<file path="src/rtl/dfi_wrdata_sched.sv">
// DFI write-data scheduler: queues granted writes and launches each burst cfg_wl
// cycles after its grant, with byte masking, completion reporting and sticky errors.
module dfi_wrdata_sched #(
   parameter int DATA_WIDTH  = 64,
   parameter int MASK_WIDTH  = DATA_WIDTH / 8,
   parameter int BURST_BEATS = 4,
   parameter int MAX_PENDING = 4,
   parameter int WL_WIDTH    = 4,
   parameter int ID_WIDTH    = 4
) (
   input  logic                             clk,
   input  logic                             rst,
   input  logic [WL_WIDTH-1:0]              cfg_wl,
   input  logic                             wr_gnt,
   input  logic [ID_WIDTH-1:0]              wr_id,
   input  logic                             wdata_valid,
   output logic                             wdata_ready,
   input  logic [DATA_WIDTH-1:0]            wdata,
   input  logic [MASK_WIDTH-1:0]            wstrb,
   input  logic                             wdata_last,
   output logic                             dfi_wrdata_en,
   output logic [DATA_WIDTH-1:0]            dfi_wrdata,
   output logic [MASK_WIDTH-1:0]            dfi_wrdata_mask,
   output logic                             wr_done_valid,
   output logic [ID_WIDTH-1:0]              wr_done_id,
   output logic [$clog2(MAX_PENDING):0]     pending_cnt,
   input  logic                             err_clr,
   output logic                             overflow_err,
   output logic                             collision_err,
   output logic                             underrun_err,
   output logic                             framing_err
);

   localparam int PTR_W  = $clog2(MAX_PENDING);
   localparam int CNT_W  = PTR_W + 1;
   localparam int BEAT_W = $clog2(BURST_BEATS);

   localparam logic [0:0] ST_IDLE  = 1'b0;
   localparam logic [0:0] ST_BURST = 1'b1;

   logic [ID_WIDTH-1:0] id_q [MAX_PENDING];
   logic [WL_WIDTH-1:0] cd_q [MAX_PENDING];
   logic [PTR_W-1:0]    wr_ptr, rd_ptr;
   logic [CNT_W-1:0]    fifo_cnt;
   logic [0:0]          state;
   logic [BEAT_W-1:0]   beat;
   logic [ID_WIDTH-1:0] cur_id;
   logic                done_pend;

   logic [WL_WIDTH-1:0] wl_eff;
   logic [WL_WIDTH-1:0] head_cd;
   logic                due, slot0, last_slot, free, accept;
   logic [BEAT_W-1:0]   beat_idx;
   logic                underrun_ev, framing_ev, collision_ev, overflow_ev;

   assign wl_eff  = (cfg_wl < WL_WIDTH'(2)) ? WL_WIDTH'(2) : cfg_wl;
   assign head_cd = cd_q[rd_ptr];
   // A head whose countdown reached 2 owns the preload slot; below 2 it has been deferred.
   assign due     = (fifo_cnt != '0) && (head_cd <= WL_WIDTH'(2));
   assign slot0   = due && (state == ST_IDLE);

   assign wdata_ready = slot0 || (state == ST_BURST);
   assign beat_idx    = slot0 ? '0 : beat;
   assign last_slot   = wdata_ready && (beat_idx == BEAT_W'(BURST_BEATS - 1));

   // The entry frees on the edge that raises wr_done_valid, so a grant on that edge fits.
   assign free   = done_pend;
   assign accept = wr_gnt && ((pending_cnt != CNT_W'(MAX_PENDING)) || free);

   assign underrun_ev  = wdata_ready && !wdata_valid;
   assign framing_ev   = wdata_ready && wdata_valid &&
                         (wdata_last != (beat_idx == BEAT_W'(BURST_BEATS - 1)));
   assign collision_ev = slot0 && (head_cd < WL_WIDTH'(2));
   assign overflow_ev  = wr_gnt && !accept;

   // NOTE: the small entry store is reset too, so stale countdowns never look due.
   always_ff @(posedge clk or posedge rst) begin
      if (rst) begin
         for (int i = 0; i < MAX_PENDING; i++) begin
            id_q[i] <= '0;
            cd_q[i] <= '0;
         end
         wr_ptr   <= '0;
         rd_ptr   <= '0;
         fifo_cnt <= '0;
      end else begin
         for (int i = 0; i < MAX_PENDING; i++)
            if (cd_q[i] != '0) cd_q[i] <= cd_q[i] - WL_WIDTH'(1);
         if (accept) begin
            id_q[wr_ptr] <= wr_id;
            cd_q[wr_ptr] <= wl_eff;
            wr_ptr       <= wr_ptr + PTR_W'(1);
         end
         if (slot0) rd_ptr <= rd_ptr + PTR_W'(1);
         case ({accept, slot0})
            2'b10:   fifo_cnt <= fifo_cnt + CNT_W'(1);
            2'b01:   fifo_cnt <= fifo_cnt - CNT_W'(1);
            default: fifo_cnt <= fifo_cnt;
         endcase
      end
   end

   always_ff @(posedge clk or posedge rst) begin
      if (rst) begin
         pending_cnt <= '0;
      end else if (accept && !free) begin
         pending_cnt <= pending_cnt + CNT_W'(1);
      end else if (!accept && free) begin
         pending_cnt <= pending_cnt - CNT_W'(1);
      end
   end

   // NOTE: all sequential state uses non-blocking assignments so same-edge reads see old values.
   always_ff @(posedge clk or posedge rst) begin
      if (rst) begin
         state           <= ST_IDLE;
         beat            <= '0;
         cur_id          <= '0;
         done_pend       <= 1'b0;
         wr_done_valid   <= 1'b0;
         wr_done_id      <= '0;
         dfi_wrdata_en   <= 1'b0;
         dfi_wrdata      <= '0;
         dfi_wrdata_mask <= '0;
      end else begin
         if (slot0) begin
            cur_id <= id_q[rd_ptr];
            state  <= ST_BURST;
            beat   <= BEAT_W'(1);
         end else if (state == ST_BURST) begin
            if (beat == BEAT_W'(BURST_BEATS - 1)) begin
               state <= ST_IDLE;
               beat  <= '0;
            end else begin
               beat <= beat + BEAT_W'(1);
            end
         end
         done_pend     <= last_slot;
         wr_done_valid <= done_pend;
         if (done_pend) wr_done_id <= cur_id;
         dfi_wrdata_en <= wdata_ready;
         if (wdata_ready && wdata_valid) begin
            dfi_wrdata      <= wdata;
            dfi_wrdata_mask <= ~wstrb;
         end else if (wdata_ready) begin
            dfi_wrdata      <= '0;
            dfi_wrdata_mask <= '1;
         end else begin
            dfi_wrdata      <= '0;
            dfi_wrdata_mask <= '0;
         end
      end
   end

   // A new event wins over err_clr in the same cycle.
   always_ff @(posedge clk or posedge rst) begin
      if (rst) begin
         overflow_err  <= 1'b0;
         collision_err <= 1'b0;
         underrun_err  <= 1'b0;
         framing_err   <= 1'b0;
      end else begin
         overflow_err  <= (overflow_err  && !err_clr) || overflow_ev;
         collision_err <= (collision_err && !err_clr) || collision_ev;
         underrun_err  <= (underrun_err  && !err_clr) || underrun_ev;
         framing_err   <= (framing_err   && !err_clr) || framing_ev;
      end
   end

endmodule
</file>
<file path="config.mk">
export PLATFORM = sky130hd
export DESIGN_NAME = dfi_wrdata_sched
export DESIGN_NICKNAME = d
export VERILOG_FILES = /design/src/rtl/dfi_wrdata_sched.sv
export SDC_FILE = /design/constraint.sdc
export NUM_CORES = 1
export LEC_CHECK = 0
export ABC_CLOCK_PERIOD_IN_PS = 4350
export BUFFER_PORTS_ARGS = -buffer_cell sky130_fd_sc_hd__buf_2
export CORE_ASPECT_RATIO = 0.8
export CORE_MARGIN = 1
export CORE_UTILIZATION = 51
export CTS_CLUSTER_DIAMETER = 80
export CTS_CLUSTER_SIZE = 20
export DETAILED_ROUTE_END_ITERATION = 8
export HOLD_SLACK_MARGIN = 0.1
export PLACE_DENSITY = 0.8
export SLEW_MARGIN = 20
export SYNTH_ARGS = -nofsm -noshare
export SYNTH_HDL_FRONTEND = slang
export SYNTH_SLANG_ARGS = --single-unit
</file>
<file path="constraint.sdc">
create_clock -name clk -period 4.35 [get_ports clk]
set_input_delay 0.2175 -clock clk [delete_from_list [all_inputs] [get_ports clk]]
set_output_delay 0.2175 -clock clk [all_outputs]
set_load 0.1 [all_outputs]
</file>
==> results.json <==
{
  "syn_to_final_growth_pct": 43.7,
  "clock-sinks": 132,
  "holdPathStages": 3,
  "start_kind": "flop",
  "dieWidth_microns": 116,
  "nets": 757,
  "maxCapViolCount": 0,
  "finalHoldViolCount": 0,
  "synth_edf_count": 0,
  "num_vias": 4106,
  "dp_hpwl_mm": 8.08,
  "grt.overflow.total": 0,
  "tightestPinTransition_ps": 989,
  "mostFrequentLayoutCells": "buf_2, dfrtp_1, dlygate4sd3_1",
  "yosysSeqAreaShare_pct": 62.2,
  "synth_fp_nets": 509,
  "status": "finished clean",
  "drc": 0,
  "synth_area_per_cell_sq_um": 13.0,
  "drive_gt1_share_pct": 36.2,
  "synth_compound_area_share_pct": 5.09,
  "maxSlewHeadroom_pct": 34.1,
  "syn_inst": 410,
  "hold_class": "input port to flop",
  "hp-start": "cfg_wl[3]",
  "path_class": "flop to primary output",
  "synth.area.mux_share_pct": 8.36,
  "cts_root_buffer": "clkbuf_16",
  "port_buffers": 171,
  "worstReg2RegStart": "rd_ptr[0]",
  "ys_warn_count": 0,
  "mostFrequentLayoutCell": "buf_2",
  "design_area_sq_um": 7640,
  "hold-path-endpoint": "cd_q[7]",
  "cts-buffers-inserted": 17,
  "antennaDiodeCount": 0,
  "place_congestion": 0.804,
  "maxSlewViolCount": 0,
  "required_ps": 4130,
  "synth_area_sq_um": 5310,
  "grt_pass1_vias": 4374,
  "rows": 32,
  "drt_wl_total_mm": 13.4,
  "async_flop_share_pct": 100,
  "skew_ps": 11.0,
  "gr-usage-all-layers_pct": 26.9,
  "die_y_microns": 93.3,
  "synth-simple-area-share_pct": 14.4,
  "synth_fa_ha_area_share_pct": 3.34,
  "synth_top_family_by_area": "simple AND/OR/NAND/NOR gates",
  "grt_pass1_wl_mm": 21.4,
  "cts.repair.resized": 0,
  "cp.arrival_ps": 3010,
  "cts_tree": "done",
  "post-route-min-period_ps": 3230,
  "r2r-end": "fifo_cnt[2]",
  "dieArea_sq_um": 10800,
  "fmax_mhz": 310,
  "postRouteAntennaNets": 0,
  "final.period_utilization_pct": 74.3,
  "worstPathMaxFanout": 66,
  "setup_viol": 0,
  "wire_per_inst_microns": 16.7,
  "ys_types": 42,
  "synth_xor_area_share_pct": 2.31,
  "dpl_cell_area_sq_um": 6210,
  "antenna_found_initial": 0,
  "ys_seq_elements": 132,
  "rsz0062_at_grt": "false",
  "clock_path_buffers": 2,
  "clock_latency_ps": 410,
  "viasPerCell": 5.09,
  "tns_ps": 0,
  "cts.clk_slew.worst_paths_ps": 60,
  "grt_max_degree": 76,
  "htree_levels": 4,
  "ff2ff_setup_slack_ps": 1610,
  "ys.flop_type": "dfrtp_1",
  "start_util_pct": 53.7,
  "firstDrtPassIters": 4,
  "drtIter0Drc": 231,
  "end_kind": "primary output",
  "reg2reg_depth": 11,
  "pin_count": 172,
  "core_area_sq_um": 9890,
  "num-fill-cells": 596
}
metrics by stage:
stage / worst slack [ps] / cells / util [%] / hold WS [ps]
detailed placement: 1580 / 696 / 62.8 / 271
global placement: 1660 / 696 / 62.8 / 257
finish: 1120 / 807 / 77.2 / 137
global route: 896 / 807 / 77.2 / 146
CTS: 1140 / 807 / 77.2 / 122
floorplan: 606 / 410 / - / 308
Yosys cell counts, types with 2 or more instances:
cell type	count	area, sq um
nor3_1	5	25.0
mux2i_1	5	50.1
nand2b_1	4	25.0
xnor2_1	10	87.6
o2bb2ai_1	2	17.5
ha_1	11	138
nor3b_1	4	30.0
buf_2	6	30.0
nor2_1	15	56.3
fa_1	2	40.0
mux4_2	5	113
o21ai_2	3	26.3
and3_1	64	400
or3_1	5	31.3
mux2_2	22	248
nor4b_2	2	30.0
o21ai_0	13	65.1
inv_1	19	71.3
xor2_1	4	35.0
a21oi_1	18	90.1
nand2_1	16	60.1
inv_2	2	7.51
buf_6	7	78.8
mux2_1	3	33.8
dfrtp_1	132	3300
a31oi_1	4	25.0
nand3b_1	4	30.0
clkbuf_1	9	33.8
layout make-up:
type	count	area, sq um	share of cell area (%)
sequential	132	3300	43.3
multi-input combinational	234	1780	23.3
timing repair buffer	252	1660	21.8
clock buffer	18	439	5.75
clock inverter	14	200	2.62
tap	136	170	2.23
inverter	21	81.3	1.07
layer usage:
metal  routed length, microns  track usage, %  vias to the layer above  share of wire (%)
met5                        0               0                        -                  0
met4                      390            13.0                        0                2.9
met3                      569            7.71                       30                4.2
met2                     7080            46.0                      130                 53
met1                     5400            30.9                     2029                 40
li1                         -               -                     1917                  -
critical path, cell delays in order (launching register included):
cell	delay (ps)
dfrtp_1	680
nor4b_2	320
o21ai_2	120
nand4_4	150
a21oi_4	110
inv_2	640
buf_2	560
flip-flops by register name, indices dropped and copies added (netlist names):
| name | flops |
|---|---|
| dfi_wrdata_mask | 8 |
| dfi_wrdata | 64 |
| done_pend | 1 |
| pending_cnt | 3 |
| framing_err | 1 |
| wr_ptr | 2 |
| underrun_err | 1 |
| overflow_err | 1 |
| wr_done_id | 4 |
| rd_ptr | 2 |
| id_q | 16 |
| cur_id | 4 |
| collision_err | 1 |
| dfi_wrdata_en | 1 |
| state | 1 |
| beat | 2 |
| cd_q | 16 |
| fifo_cnt | 3 |
| wr_done_valid | 1 |
logic make-up after synthesis:
logic type	count (synthesis)
xor+xnor	14
flops	132
mux	35
simple gates	127
buf+inv	44
compound gates	45
fa+ha+maj	13
worst max-delay path by stage:
stage / startpoint / to / slack, ps / cells after the start
2_1_floorplan: rst / beat[0] / 610 / 1
6_report: rd_ptr[0] / wdata_ready / 1120 / 6
3_5_place_dp: rd_ptr[0] / fifo_cnt[2] / 1580 / 11
5_1_grt: rd_ptr[0] / wdata_ready / 900 / 6
3_3_place_gp: rd_ptr[0] / wdata_ready / 1660 / 6
4_1_cts: rd_ptr[0] / wdata_ready / 1140 / 6
what timing repair did:
action,in CTS,in global routing
hold buffers,79,0
setup buffers,0,0
endpoints found under the hold margin,125,0
endpoints found under the setup margin,0,0
Power is not shown: default switching activity piles up to over one toggle a cycle in this logic, so the estimate is an artifact.
